`src/rtl/fp_pkg.sv`:
```
// -----------------------------------------------------------------------------
// fp_pkg: shared definitions for the pipelined floating-point adder.
//   - default exponent/mantissa widths
//   - operand class encoding carried down the pipeline for special-case handling
//   - GRS_W: number of guard/round/sticky bits appended below the mantissa
//   - helpers: generic field extraction, operand classification, canonical NaN
// Helpers work on 64-bit containers, so formats up to 64 bits wide are covered.
// -----------------------------------------------------------------------------
package fp_pkg;

    localparam int EXP_W_DEF = 8;
    localparam int MAN_W_DEF = 23;
    localparam int GRS_W     = 3;

    typedef enum logic [2:0] {
        CLS_ZERO,
        CLS_NORM,
        CLS_SUB,
        CLS_INF,
        CLS_NAN
    } fp_class_e;

    // Extract 'width' bits starting at bit 'lsb' of a packed word.
    function automatic logic [63:0] fp_field(input logic [63:0] word, input int lsb, input int width);
        return (word >> lsb) & ~({64{1'b1}} << width);
    endfunction

    function automatic fp_class_e fp_classify(input logic exp_ones, input logic exp_zero,
                                              input logic frac_zero);
        if (exp_ones) return frac_zero ? CLS_INF : CLS_NAN;
        if (exp_zero) return frac_zero ? CLS_ZERO : CLS_SUB;
        return CLS_NORM;
    endfunction

    // Canonical NaN: sign 0, exponent all ones, fraction MSB = qnan_msb.
    // With qnan_msb = 0 the fraction LSB is set so the word is still a NaN.
    function automatic logic [63:0] fp_canon_nan(input int exp_w, input int man_w, input logic qnan_msb);
        logic [63:0] r;
        r = (~({64{1'b1}} << exp_w)) << man_w;
        if (qnan_msb) r = r | (64'd1 << (man_w - 1));
        else          r = r | 64'd1;
        return r;
    endfunction

endpackage

```
`src/rtl/fp_add_pipe_if.sv`:
```
// -----------------------------------------------------------------------------
// fp_add_pipe_if: operand/result bus of the FP adder.
//   in_valid/in_ready  : operand handshake (a, b, op: 0 = a+b, 1 = a-b)
//   out_valid/out_ready: result handshake (s plus ovf/inv/inx flags)
// master = producer/consumer side, slave = the adder.
// -----------------------------------------------------------------------------
interface fp_add_pipe_if
    import fp_pkg::*;
#(
    parameter int EXP_W = EXP_W_DEF,
    parameter int MAN_W = MAN_W_DEF
);
    localparam int W = 1 + EXP_W + MAN_W;

    logic         in_valid;
    logic         in_ready;
    logic [W-1:0] a;
    logic [W-1:0] b;
    logic         op;
    logic         out_valid;
    logic         out_ready;
    logic [W-1:0] s;
    logic         flag_ovf;
    logic         flag_inv;
    logic         flag_inx;

    modport master (
        output in_valid, a, b, op, out_ready,
        input  in_ready, out_valid, s, flag_ovf, flag_inv, flag_inx
    );

    modport slave (
        input  in_valid, a, b, op, out_ready,
        output in_ready, out_valid, s, flag_ovf, flag_inv, flag_inx
    );
endinterface

```
`src/rtl/fp_lzc.sv`:
```
// -----------------------------------------------------------------------------
// fp_lzc: combinational leading-zero counter.
//   din : vector to scan (MSB first)
//   cnt : number of zeros above the first one; W when din is all zero
// -----------------------------------------------------------------------------
module fp_lzc
    import fp_pkg::*;
#(
    parameter int W     = 27,
    parameter int CNT_W = $clog2(W + 1)
) (
    input  logic [W-1:0]     din,
    output logic [CNT_W-1:0] cnt
);
    // One-hot marker of the most significant set bit.
    logic [W-1:0] lead;

    for (genvar gi = 0; gi < W; gi++) begin : g_lead
        if (gi == W - 1) begin : g_top
            assign lead[gi] = din[gi];
        end else begin : g_low
            assign lead[gi] = din[gi] & ~(|din[W-1:gi+1]);
        end
    end

    always_comb begin
        cnt = CNT_W'(W);
        for (int i = 0; i < W; i++) begin
            if (lead[i]) cnt = CNT_W'(W - 1 - i);
        end
    end
endmodule

```
`src/rtl/fp_add_pipe.sv`:
```
// -----------------------------------------------------------------------------
// fp_add_pipe: 3-stage pipelined floating-point adder/subtractor, RNE rounding,
// subnormal support, ovf/inv/inx flags.
//   clk, rst_n : clock, asynchronous active-low reset
//   bus        : operand/result handshake (fp_add_pipe_if.slave)
// Stages: 1 align (swap, classify, shift with sticky), 2 add/sub magnitudes,
// 3 normalise, round, apply special-case overrides. A stage loads when the
// stage after it is empty or moving, so a full pipe streams one result/cycle.
// -----------------------------------------------------------------------------
module fp_add_pipe
    import fp_pkg::*;
#(
    parameter int EXP_W    = EXP_W_DEF,
    parameter int MAN_W    = MAN_W_DEF,
    parameter bit QNAN_MSB = 1'b1
) (
    input  logic         clk,
    input  logic         rst_n,
    fp_add_pipe_if.slave bus
);
    localparam int W     = 1 + EXP_W + MAN_W;
    localparam int MX_W  = MAN_W + 1 + GRS_W;   // hidden + fraction + GRS
    localparam int SUM_W = MX_W + 1;            // plus carry
    localparam int LZ_W  = $clog2(MX_W + 1);
    localparam int SH_W  = ((EXP_W > LZ_W) ? EXP_W : LZ_W) + 1;
    localparam logic [EXP_W-1:0] EXP_ONES  = '1;
    localparam logic [W-1:0]     CANON_NAN = W'(fp_canon_nan(EXP_W, MAN_W, QNAN_MSB));

    typedef struct packed {
        logic             sx;
        logic             eff_sub;
        logic [EXP_W-1:0] ex;
        logic [MX_W-1:0]  mx;
        logic [MX_W-1:0]  my;
        fp_class_e        cx;
        fp_class_e        cy;
    } s1_t;

    typedef struct packed {
        logic             sx;
        logic             eff_sub;
        logic [EXP_W-1:0] ex;
        logic [SUM_W-1:0] sum;
        fp_class_e        cx;
        fp_class_e        cy;
    } s2_t;

    typedef struct packed {
        logic [W-1:0] s;
        logic         ovf;
        logic         inv;
        logic         inx;
    } s3_t;

    logic v1_q, v1_d, v2_q, v2_d, v3_q, v3_d;
    s1_t  s1_q, s1_d;
    s2_t  s2_q, s2_d;
    s3_t  s3_q, s3_d;
    logic en1, en2, en3;

    assign en3 = !v3_q || bus.out_ready;
    assign en2 = !v2_q || en3;
    assign en1 = !v1_q || en2;

    assign bus.in_ready  = en1;
    assign bus.out_valid = v3_q;
    assign bus.s         = s3_q.s;
    assign bus.flag_ovf  = s3_q.ovf;
    assign bus.flag_inv  = s3_q.inv;
    assign bus.flag_inx  = s3_q.inx;

    // ---------------- stage 1: align ----------------
    logic [W-1:0]     b_eff, x_w, y_w;
    logic             a_big, hx, hy, lost;
    logic [EXP_W-1:0] ex_raw, ey_raw, ex_eff, ey_eff, d;
    logic [MAN_W-1:0] fx, fy;
    logic [MX_W-1:0]  my_full, my_sh;

    always_comb begin
        b_eff   = {bus.b[W-1] ^ bus.op, bus.b[W-2:0]};
        // Magnitude compare on the packed exp:fraction field orders by exp, then fraction.
        a_big   = bus.a[W-2:0] >= b_eff[W-2:0];
        x_w     = a_big ? bus.a : b_eff;
        y_w     = a_big ? b_eff : bus.a;
        ex_raw  = EXP_W'(fp_field(64'(x_w), MAN_W, EXP_W));
        ey_raw  = EXP_W'(fp_field(64'(y_w), MAN_W, EXP_W));
        fx      = MAN_W'(fp_field(64'(x_w), 0, MAN_W));
        fy      = MAN_W'(fp_field(64'(y_w), 0, MAN_W));
        hx      = |ex_raw;
        hy      = |ey_raw;
        ex_eff  = hx ? ex_raw : EXP_W'(1);
        ey_eff  = hy ? ey_raw : EXP_W'(1);
        d       = ex_eff - ey_eff;
        my_full = {hy, fy, GRS_W'(0)};
        // Barrel shift right; everything shifted out is folded into sticky.
        // Once d >= MX_W-1 the whole mantissa lands in (or below) the sticky bit.
        my_sh   = my_full >> d;
        lost    = |(my_full & ~({MX_W{1'b1}} << d));

        v1_d = v1_q;
        s1_d = s1_q;
        if (en1) begin
            v1_d         = bus.in_valid;
            s1_d.sx      = x_w[W-1];
            s1_d.eff_sub = x_w[W-1] ^ y_w[W-1];
            s1_d.ex      = ex_eff;
            s1_d.mx      = {hx, fx, GRS_W'(0)};
            s1_d.my      = {my_sh[MX_W-1:1], my_sh[0] | lost};
            s1_d.cx      = fp_classify(&ex_raw, ~|ex_raw, ~|fx);
            s1_d.cy      = fp_classify(&ey_raw, ~|ey_raw, ~|fy);
        end
    end

    // ---------------- stage 2: add ----------------
    always_comb begin
        v2_d = v2_q;
        s2_d = s2_q;
        if (en2) begin
            v2_d         = v1_q;
            s2_d.sx      = s1_q.sx;
            s2_d.eff_sub = s1_q.eff_sub;
            s2_d.ex      = s1_q.ex;
            s2_d.cx      = s1_q.cx;
            s2_d.cy      = s1_q.cy;
            // X has the larger magnitude, so the difference is never negative.
            s2_d.sum     = s1_q.eff_sub ? ({1'b0, s1_q.mx} - {1'b0, s1_q.my})
                                        : ({1'b0, s1_q.mx} + {1'b0, s1_q.my});
        end
    end

    // ---------------- stage 3: normalise / round ----------------
    logic [LZ_W-1:0]    lz;
    logic [SH_W-1:0]    lz_ext, lim, shamt;
    logic [MX_W-1:0]    norm;
    logic [EXP_W:0]     exp_n, exp_f;
    logic [MAN_W+1:0]   mant_r;
    logic               g, r, st, inc, sign_r;
    s3_t                res;

    fp_lzc #(.W(MX_W), .CNT_W(LZ_W)) u_lzc (
        .din (s2_q.sum[MX_W-1:0]),
        .cnt (lz)
    );

    always_comb begin
        lz_ext = SH_W'(lz);
        // Never normalise below exponent 1; what remains unnormalised is subnormal.
        lim    = SH_W'(s2_q.ex) - SH_W'(1);
        shamt  = (lz_ext < lim) ? lz_ext : lim;
        if (s2_q.sum[SUM_W-1]) begin
            norm  = {s2_q.sum[SUM_W-1:2], s2_q.sum[1] | s2_q.sum[0]};
            exp_n = {1'b0, s2_q.ex} + (EXP_W+1)'(1);
        end else begin
            norm  = s2_q.sum[MX_W-1:0] << shamt;
            exp_n = {1'b0, s2_q.ex} - (EXP_W+1)'(shamt);
        end
        g      = norm[2];
        r      = norm[1];
        st     = norm[0];
        inc    = g & (r | st | norm[3]);
        mant_r = {1'b0, norm[MX_W-1:GRS_W]} + (MAN_W+2)'(inc);
        // Rounding carry-out renormalises; a missing hidden bit means subnormal
        // (this also promotes a subnormal that rounds up into the normal range).
        if (mant_r[MAN_W+1])   exp_f = exp_n + (EXP_W+1)'(1);
        else if (mant_r[MAN_W]) exp_f = exp_n;
        else                    exp_f = '0;

        sign_r = s2_q.sx;
        if (s2_q.eff_sub && (s2_q.sum == '0)) sign_r = 1'b0;

        res.s   = {sign_r, exp_f[EXP_W-1:0], mant_r[MAN_W-1:0]};
        res.ovf = 1'b0;
        res.inv = 1'b0;
        res.inx = g | r | st;
        if (exp_f >= {1'b0, EXP_ONES}) begin
            res.s   = {sign_r, EXP_ONES, MAN_W'(0)};
            res.ovf = 1'b1;
            res.inx = 1'b1;
        end

        // Specials. An infinite operand always ends up as X because it
        // out-ranks every finite magnitude.
        if (s2_q.cx == CLS_NAN || s2_q.cy == CLS_NAN) begin
            res = '{s: CANON_NAN, ovf: 1'b0, inv: 1'b0, inx: 1'b0};
        end else if (s2_q.cx == CLS_INF) begin
            if (s2_q.cy == CLS_INF && s2_q.eff_sub)
                res = '{s: CANON_NAN, ovf: 1'b0, inv: 1'b1, inx: 1'b0};
            else
                res = '{s: {s2_q.sx, EXP_ONES, MAN_W'(0)}, ovf: 1'b0, inv: 1'b0, inx: 1'b0};
        end

        v3_d = v3_q;
        s3_d = s3_q;
        if (en3) begin
            v3_d = v2_q;
            if (v2_q) s3_d = res;
        end
    end

    always_ff @(posedge clk or negedge rst_n) begin
        if (!rst_n) begin
            v1_q <= 1'b0;
            v2_q <= 1'b0;
            v3_q <= 1'b0;
            s1_q <= '0;
            s2_q <= '0;
            s3_q <= '0;
        end else begin
            v1_q <= v1_d;
            v2_q <= v2_d;
            v3_q <= v3_d;
            s1_q <= s1_d;
            s2_q <= s2_d;
            s3_q <= s3_d;
        end
    end
endmodule

```
`src/flat_wrapper.sv`:
```
// flat-port wrapper written by rule: the top's interface ports become plain ports
module fp_add_pipe_flat import fp_pkg::*;
#(
    parameter int EXP_W    = EXP_W_DEF,
    parameter int MAN_W    = MAN_W_DEF,
    parameter bit QNAN_MSB = 1'b1
)
  (clk, rst_n, bus_in_valid, bus_a, bus_b, bus_op, bus_out_ready, bus_in_ready, bus_out_valid, bus_s, bus_flag_ovf, bus_flag_inv, bus_flag_inx);
  fp_add_pipe_if #(.EXP_W(EXP_W), .MAN_W(MAN_W)) bus_i ();
  input  logic clk;
  input  logic rst_n;
  input wire logic [$bits(bus_i.in_valid)-1:0] bus_in_valid;
  input wire logic [$bits(bus_i.a)-1:0] bus_a;
  input wire logic [$bits(bus_i.b)-1:0] bus_b;
  input wire logic [$bits(bus_i.op)-1:0] bus_op;
  input wire logic [$bits(bus_i.out_ready)-1:0] bus_out_ready;
  output wire logic [$bits(bus_i.in_ready)-1:0] bus_in_ready;
  output wire logic [$bits(bus_i.out_valid)-1:0] bus_out_valid;
  output wire logic [$bits(bus_i.s)-1:0] bus_s;
  output wire logic [$bits(bus_i.flag_ovf)-1:0] bus_flag_ovf;
  output wire logic [$bits(bus_i.flag_inv)-1:0] bus_flag_inv;
  output wire logic [$bits(bus_i.flag_inx)-1:0] bus_flag_inx;
  assign bus_i.in_valid = bus_in_valid;
  assign bus_i.a = bus_a;
  assign bus_i.b = bus_b;
  assign bus_i.op = bus_op;
  assign bus_i.out_ready = bus_out_ready;
  assign bus_in_ready = bus_i.in_ready;
  assign bus_out_valid = bus_i.out_valid;
  assign bus_s = bus_i.s;
  assign bus_flag_ovf = bus_i.flag_ovf;
  assign bus_flag_inv = bus_i.flag_inv;
  assign bus_flag_inx = bus_i.flag_inx;
  fp_add_pipe #(.EXP_W(EXP_W), .MAN_W(MAN_W), .QNAN_MSB(QNAN_MSB)) u_core (.clk(clk), .rst_n(rst_n), .bus(bus_i));
endmodule
```
`config.mk`:
```
export PLATFORM = sky130hd
export DESIGN_NAME = fp_add_pipe_flat
export DESIGN_NICKNAME = d
export VERILOG_FILES = /design/src/rtl/fp_pkg.sv /design/src/rtl/fp_add_pipe_if.sv /design/src/rtl/fp_lzc.sv /design/src/rtl/fp_add_pipe.sv /design/src/flat_wrapper.sv
export SDC_FILE = /design/constraint.sdc
export NUM_CORES = 1
export LEC_CHECK = 0
export CORE_MARGIN = 2
export CORE_UTILIZATION = 52
export DETAILED_ROUTE_END_ITERATION = 6
export PLACE_DENSITY = 0.71
export SLEW_MARGIN = 20
export SYNTH_ARGS = -nofsm -noshare
export SYNTH_HDL_FRONTEND = slang
export SYNTH_SLANG_ARGS = --single-unit
```
`constraint.sdc`:
```
create_clock -name clk -period 8.2 [get_ports clk]
set_input_delay 1.64 -clock clk [delete_from_list [all_inputs] [get_ports clk]]
set_output_delay 1.64 -clock clk [all_outputs]
set_load 0.01 [all_outputs]
```
# Yosys cells after proc, flatten, opt, wreduce, memory -nomap -nowiden
# Cells that the tools add are included.
[totals]
latchBits = 0
romBits = 0
ram_bits = 0
output_inout_bits = 37
mem_count = 0
ff_bits = 149
[classes]
bitwise = 63
eq_ne = 4
div_mod_pow = 0
reduce_logical = 43
add_sub_neg = 8
mul = 0
n_lt_le_gt_ge = 3
muxes = 65
n_shift = 3
[ops]
columns = ["op", "n"]
rows = [
  ["5-bit 2-to-1 mux", 25],
  ["35-bit 2-to-1 mux", 3],
  ["32-bit 2-to-1 mux", 3],
  ["23-bit OR reduction", 3],
  ["9-bit 2-to-1 mux", 4],
  ["31-bit greater-or-equal comparator", 1],
  ["3-bit 2-to-1 mux", 10],
  ["27-bit by 27-bit adder with 28-bit output", 1],
  ["28-bit zero test", 1],
  ["28-bit 2-to-1 mux", 1],
  ["27-bit by 27-bit subtractor with 28-bit output", 1],
  ["1-bit bitwise AND", 27],
  ["27-bit bitwise AND", 1],
  ["27-bit 2-to-1 mux", 1],
  ["27-bit NOT", 1],
  ["27-bit OR reduction", 1],
  ["27-bit by 8-bit << shifter with 27-bit output (first input constant)", 1],
  ["27-bit by 9-bit << shifter with 27-bit output", 1],
  ["27-bit by 8-bit right shift with 27-bit output", 1],
  ["1-bit NOT", 26],
  ["26-bit OR reduction", 1],
  ["24-bit by 1-bit adder with 25-bit output", 1],
  ["25-bit OR reduction", 1],
  ["24-bit OR reduction", 1],
  ["other kinds (40)", 72],
]

# Longest topological paths before layout
# Gate-level depths: netlist of the first run.
[depth]
depth_word = 44
mapped_depth = 38

# Cells and area by module
# From an unflattened synthesis of the first run, not the netlist that was laid out.
[unflattened]
hier_cells = 2005
hier_area_um2 = 15916.5
[by_module_without_submodules]
columns = ["mod", "cells_each", "n_inst", "seq_area_each_um2", "area_per_inst_um2"]
rows = [
  ["fp_add_pipe", 1949, 1, 3728.6, 15541.2],
  ["fp_lzc", 56, 1, 0.0, 375.4],
]

# Worst setup path before layout of the first run
# Ideal clock, no wire load.
[synth_timing]
path_kind = "input to register"
from = "input port bus_b[24]"
to = "register u_core.s1_q[6] (netlist name)"
arrival_time_ns = 9.207
setup_slack_ns = -1.133
stages = 37
cell_sequence = "inv_1 ha_1 a21o_1 a21o_1 a21o_1 a21o_1 a21o_1 a21o_1 a21o_1 a2111oi_0 clkbuf_1 clkbuf_1 clkbuf_1 mux2i_1 nand2_1 or4_1 and2_1 ha_1 inv_1 fa_1 a21o_1 a21oi_1 o21bai_1 a21oi_1 nor2b_1 inv_1 o21ai_0 mux2_2 clkbuf_1 nand2_1 o21ai_0 nor2_1 a2111oi_0 nand4_1 nor4_1 nand4_1 o32a_1"
[synth_between]
elab_chain_cells = 10
elab_cells_between_ends = 14
cone_classes = "1 x add/sub; 1 x order compare; 2 x shift; 4 x mux; 3 x bitwise; 3 x reduce/logical"
[synth_rtl]
columns = ["item", "line_no", "rtl"]
rows = [
  ["start: declaration", "flat_wrapper.sv:14", "input wire logic [$bits(bus_i.b)-1:0] bus_b;"],
  ["31-bit greater-or-equal comparator", "fp_add_pipe.sv:82", "a_big = bus.a[W-2:0] >= b_eff[W-2:0];"],
  ["32-bit 2-to-1 mux, on equally long branches", "fp_add_pipe.sv:83, fp_add_pipe.sv:84", ""],
  ["8-bit OR reduction, on equally long branches", "fp_add_pipe.sv:89, fp_add_pipe.sv:90", ""],
  ["8-bit 2-to-1 mux, on equally long branches", "fp_add_pipe.sv:91, fp_add_pipe.sv:92", ""],
  ["8-bit subtractor", "fp_add_pipe.sv:93", "d = ex_eff - ey_eff;"],
  ["27-bit by 8-bit << shifter with 27-bit output", "fp_add_pipe.sv:98", "lost = |(my_full & ~({MX_W{1'b1}} << d));"],
  ["27-bit NOT", "fp_add_pipe.sv:98", ""],
  ["27-bit bitwise AND", "fp_add_pipe.sv:98", ""],
  ["27-bit OR reduction", "fp_add_pipe.sv:98", ""],
  ["1-bit OR (*)", "fp_add_pipe.sv:108", "s1_d.my = {my_sh[MX_W-1:1], my_sh[0] | lost};"],
  ["end signal: assignment", "fp_add_pipe.sv:205", "s1_q <= '0;"],
  ["end signal: assignment", "fp_add_pipe.sv:212", "s1_q <= s1_d;"],
  ["end: declaration", "fp_add_pipe.sv:56", "s1_t s1_q, s1_d;"],
]
# Every way passes the cells marked *; elsewhere a longest branch is shown, timed or not.
# A chain may end at the register's enable or synchronous reset.

# Final worst setup path of the first run
[layout_timing]
from = "input port bus_b[25]"
to = "register u_core.s1_q[6] (netlist name)"
# Same word-level chain as after synthesis.

==> results.cfg, run 1 <==
[pwr]
power-per-cell-area_mw_per_mm2 = 325
seqPwrFrac = 0.171
p_comb_frac = 0.701
cellLeakagePower_nw = 9.20
swShare = 0.499
p_int_w = 0.00339
p_clk_frac = 0.129
p_sw_w = 0.00338
irDropWorstVdd_v = 0.000193

[synthesis]
synth_area_sq_mm = 0.0167
synth-edff-count = 0
ys_top_cells_by_count = 281 x nand2_1, 169 x nor2_1, 149 x dfrtp_1
syn_nets = 2318
yosysWarnings = 0
avgSynthCellArea_sq_um = 7.81
yosys_register_bits = 149
yosys.area.top_type_share = 0.223
ys_seq_area_frac = 0.223
synth_most_common_cell = nand2_1
yosys.area.top_type = dfrtp_1
ys_types = 106
synthCells = 2143
async_flop_share = 1.00
synth-main-ff-cell = dfrtp_1
ys_top_cells_by_area = dfrtp_1 22%, ha_1 7.7%, mux2i_1 7.5%, nand2_1 6.3%, o21ai_0 4.0%

[setup_path]
path_common_cell = a21o_1
crit_slowest_cell = clkdlybuf4s50_1
critPathRequiredTime_ns = 8.55
path_max_fanout = 6
endpoint_kind = register
critPathKind = in -> reg
worstSetupStartpointType = input pin
slowest_delay_ns = 0.50
critPathArrivalTime_ns = 8.28

[layout]
syn_to_final_growth_pct = 24.3
layout.nets = 2604
final_area_sq_mm = 0.0208
antenna_cells = 0
n_fill_cell = 2773
layout-drive-gt1-share = 0.192

[clock_tree]
cts.sinks = 149
cts_buffer_depth = 2
cts_hold_buf = 0
clk_latency_ns = 0.47
cts_buffers = 17
cts_tree = done
htree_levels = 4
root_buffer = clkbuf_16
clkTransAtPathRegs_ns = 0.08

[timing]
finClkSkew_ns = 0.0142
fin_setup_tns_ns = 0
hold_ws_ns = 0.463
tightestPinTransition_ns = 0.985
relSlewSlack = 0.342
finalHoldViolations = 0
fmax_mhz = 126
setup_violations = 0
final.setup.worst_slack_ns = 0.277
report.final.slew_viol_count = 0
period_share = 0.966
period_minus_slack_ns = 7.92

[die]
core_sq_mm = 0.0316
fp.dieArea_sq_mm = 0.0337
row_count = 65
die_w_um = 183
die_h_um = 183
pin_count = 106
start_util = 0.529

[global_route]
grt-ovfl-total = 0
grt_pass1_wl_um = 99600
grt_max_degree = 79
antenna_found_initial = 0
grt_usage = 0.381
grt_pass1_vias = 17329

[drt]
route.detailed.drc = 1
drtIter0Drc = 1968
vias_per_cell = 6.51
dr.pass1.iters = 7
drt-total-wl_um = 64500
ant_nets = 0
routedWlPerCell_um = 22.7
vias = 18517

[run_status]
status = complete, but fails checks
violations = DRC

[placed_design]
dpl_cell_area_sq_mm = 0.0200
portBuffers = 105
dp_slack_ns = -0.611
gp_congestion = 1.01
detailed_place_hpwl_um = 51100

[hold_path]
hp-class = reg -> reg

[flow_run]
maxCapViolCount = 0
## kinds of logic after synthesis
| logic type | count (synthesis) | share of synthesized area |
|---|---|---|
| flip-flops | 149 | 0.223 |
| multiplexers | 166 | 0.109 |
| AO/OA/AOI/OAI | 658 | 0.279 |
| adder cells (fa/ha/maj) | 108 | 0.0818 |
| XOR/XNOR | 64 | 0.0335 |
| AND/OR/NAND/NOR | 737 | 0.211 |
| buffers and inverters | 261 | 0.0635 |
## state kept, by name, summed over array words and instances (netlist names)
signal / flops
u_core.s1_q: 67
u_core.v1_q: 1
u_core.bus.flag_inv: 1
u_core.bus.flag_inx: 1
u_core.bus.flag_ovf: 1
u_core.v2_q: 1
u_core.bus.s: 32
u_core.s2_q: 44
u_core.bus.out_valid: 1
## metrics by stage
stage | cells | power [W] | utilization
2_1_floorplan | 2143 | 0.00397 | -
3_3_place_gp | 2807 | 0.00567 | 0.631
3_5_place_dp | 2807 | 0.00572 | 0.631
4_1_cts | 2839 | 0.00660 | 0.652
5_1_grt | 2844 | 0.00717 | 0.658
6_report | 2844 | 0.00677 | 0.658
## cells in the final DEF, fill, tap and decap left out, types with 30 or more instances in the layout
| cell | instances |
|---|---|
| buf_4 | 282 |
| nand2_1 | 280 |
| nor2_1 | 166 |
| dfrtp_1 | 149 |
| o21ai_0 | 129 |
| inv_1 | 126 |
| a21oi_1 | 125 |
| mux2i_1 | 121 |
| ha_1 | 101 |
| clkdlybuf4s50_1 | 101 |
| nor3_1 | 59 |
| nand3_1 | 47 |
| xnor2_1 | 35 |
| a31oi_1 | 30 |
## final timing paths
path / cells past startpoint / slack [ns] / startpoint / endpoint
max: 36 / 0.28 / bus_b[25] / u_core.s1_q[6]
min: 1 / 0.46 / u_core.v1_q / u_core.v2_q
max reg2reg: 28 / 0.37 / u_core.s2_q[20] / u_core.bus.s[14]
min reg2reg: 1 / 0.46 / u_core.v1_q / u_core.v2_q
max in group asynchronous: 2 / 5.56 / rst_n / u_core.bus.s[20]
min in group asynchronous: 1 / 1.20 / rst_n / u_core.s1_q[45]
## critical path: cells and delay by family
kind | cells | cell delay (ns)
AO/OA/AOI/OAI | 15 | 2.60
AND/OR/NAND/NOR | 9 | 1.66
buffers and inverters | 7 | 1.18
adder cells (fa/ha/maj) | 3 | 0.70
multiplexers | 2 | 0.48
## per-layer routing
layer  up-vias  part of all wire  GRT usage
met5         -                 0          0
met4         0             0.046      0.168
met3       200             0.085     0.0596
met2      1021              0.44      0.590
met1      8771              0.43      0.525
li1       8525                 -          -
## final cells by class
cell class / instances / area [sq um] / share of cell area
Multi-Input combinational cell: 1733 / 12200 / 0.584
Sequential cell: 149 / 3730 / 0.179
Timing Repair Buffer: 395 / 3300 / 0.159
Tap cell: 402 / 503 / 0.0242
Inverter: 133 / 499 / 0.0240
Clock buffer: 17 / 425 / 0.0204
Clock inverter: 15 / 203 / 0.00974
## power by group through the flow
stage	combinational, W	sequential [W]	clock, W
6_report	0.00474	0.00116	0.000870
5_1_grt	0.00510	0.00117	0.000895
4_1_cts	0.00459	0.00114	0.000873
3_5_place_dp	0.00456	0.00116	0
3_3_place_gp	0.00452	0.00115	0
2_1_floorplan	0.00287	0.00110	0
## what timing repair did
action                     4_1_cts  5_1_grt
setup buffers                    0        4
pin swaps                        0       16
resized for setup                5       37
gates cloned                     0        1
setup endpoints to repair        1       51
No activity file was read; power rests on OpenSTA's default activity.
==> run 2: changes to the inputs <==
Settings changed: CORE_MARGIN 2 to 3.
==> results.cfg, run 2 (synthesis gave the netlist of run 1 again) <==
[timing]
tightestPinTransition_ns = 0.978
fin_setup_tns_ns = 0
finClkSkew_ns = 0.00992
final.setup.worst_slack_ns = 0.218
relSlewSlack = 0.346
report.final.slew_viol_count = 0
period_share = 0.973
period_minus_slack_ns = 7.98
setup_violations = 0
fmax_mhz = 125
finalHoldViolations = 0

[setup_path]
r2r_cells = 30
worstSetupStartpointType = input pin
path_common_cell = a21o_1
endpoint_kind = register
reg2reg_from = u_core.s2_q[27]
slowest_delay_ns = 0.49
critPathRequiredTime_ns = 8.55
critPathKind = in -> reg
path_max_fanout = 6
r2r_setup_slack_ns = 0.44
timing.rr.end = u_core.bus.s[14]
crit_slowest_cell = or4_4
critPathArrivalTime_ns = 8.33

[layout]
final-instance-count-excl-fill = 2818
final_cell_mix = 280 x nand2_1, 255 x buf_4, 166 x nor2_1, 147 x dfrtp_1, 127 x o21ai_0
largest-register = u_core.s1_q
layout_commonest_cell = nand2_1
regArea_sq_mm = 0.00373
layout-drive-gt1-share = 0.185
final_area_sq_mm = 0.0206
syn_to_final_growth_pct = 23.0
multi_input_area_sq_mm = 0.0122
n_fill_cell = 2710
layout.nets = 2577
largest_reg_flops = 67

[global_route]
grt_usage = 0.380
antenna_found_initial = 2
grt_max_degree = 80
grt-ovfl-total = 0
grt_pass1_vias = 17775
grt_pass1_wl_um = 102000

[hold_path]
hold_path_startpoint = u_core.v1_q
hp-class = reg -> reg
min_to = u_core.v2_q
hold_depth = 1

[clock_tree]
cts_buffers = 17
cts.sinks = 149
cts_buffer_depth = 2
root_buffer = clkbuf_16
htree_levels = 4
clkTransAtPathRegs_ns = 0.07
cts_tree = done
clk_latency_ns = 0.46

[placed_design]
portBuffers = 105
dpl_cell_area_sq_mm = 0.0198
detailed_place_hpwl_um = 51700
dp_slack_ns = -0.571
placed_cells = 2776
gp_congestion = 1.04

[drt]
ant_nets = 0
routedWlPerCell_um = 23.4
drtIter0Drc = 2024
dr.pass1.iters = 7
vias = 18742
vias_per_cell = 6.65
drt-total-wl_um = 66100
route.detailed.drc = 0

[die]
row_count = 65
die_h_um = 185
fp.dieArea_sq_mm = 0.0344
pin_count = 106
core_sq_mm = 0.0316
die_w_um = 185
start_util = 0.529

[pwr]
irDropWorstVdd_v = 0.000165
cellLeakagePower_nw = 9.05
p_total_w = 0.00668
power-per-cell-area_mw_per_mm2 = 324

[run_status]
status = complete, no violations

[flow_run]
maxCapViolCount = 0
run 2: changes by cell type in the layout (fill, tap and decap cells not counted), moves of 3 or more:
cell / before / now
buf_4: 282 / 255
clkinv_8: 5 / 0
clkinv_4: 2 / 5
inv_8: 5 / 2
mux2i_2: 4 / 8
run 2: stage by stage:
stage	hold slack, ns	utilization
after floorplan	0.425	-
after global placement	0.443	0.625
after detailed placement	0.440	0.625
after CTS	0.456	0.643
after global routing	0.481	0.651
final	0.453	0.651
run 2: worst max path at each step:
| stage | from | endpoint | slack [ns] | depth (start not counted) |
|---|---|---|---|---|
| floorplan | bus_b[24] | u_core.s1_q[6] | 0.009 | 37 |
| global placement | bus_b[1] | u_core.s1_q[6] | -0.28 | 36 |
| CTS | bus_b[1] | u_core.s1_q[6] | 0.003 | 36 |
| finish | bus_b[25] | u_core.s1_q[6] | 0.22 | 34 |
| global route | bus_b[25] | u_core.s1_q[6] | -0.09 | 37 |
| detailed placement | bus_b[1] | u_core.s1_q[6] | -0.57 | 36 |
run 2: layout make-up:
cell class / count / area share
clock buffers: 18 / 0.0213
diodes: 1 / 0.000121
inverters: 133 / 0.0242
repair buffers: 368 / 0.152
clock inverters: 14 / 0.00571
flip-flops and latches: 149 / 0.181
well taps: 402 / 0.0244
multi-input cells: 1733 / 0.591
run 2: what timing repair did:
action                     4_1_cts  5_1_grt
setup endpoints to repair        1       40
buffers inserted                 0        9
pin swaps                        0       22
hold buffers                     0        0
gates resized for setup          2       48
run 2: power breakdown:
group	internal (W)	total [W]	switching (W)
Sequential	0.000929	0.00125	0.000321
Clock	0.000403	0.000791	0.000388
Combinational	0.00199	0.00464	0.00265
run 2: critical path, delay by kind of cell:
family,cells,cell delay (ns)
buf+inv,6,1.01
simple gates,8,1.72
compound gates,15,2.72
fa+ha+maj,3,0.70
mux,2,0.50
run 2: layer usage:
metal / GRT usage / share of wire / up-vias
met4: 0.163 / 0.046 / 0
met3: 0.0856 / 0.097 / 235
met1: 0.508 / 0.42 / 8959
li1: - / - / 8483
met5: 0 / 0 / -
met2: 0.593 / 0.44 / 1065
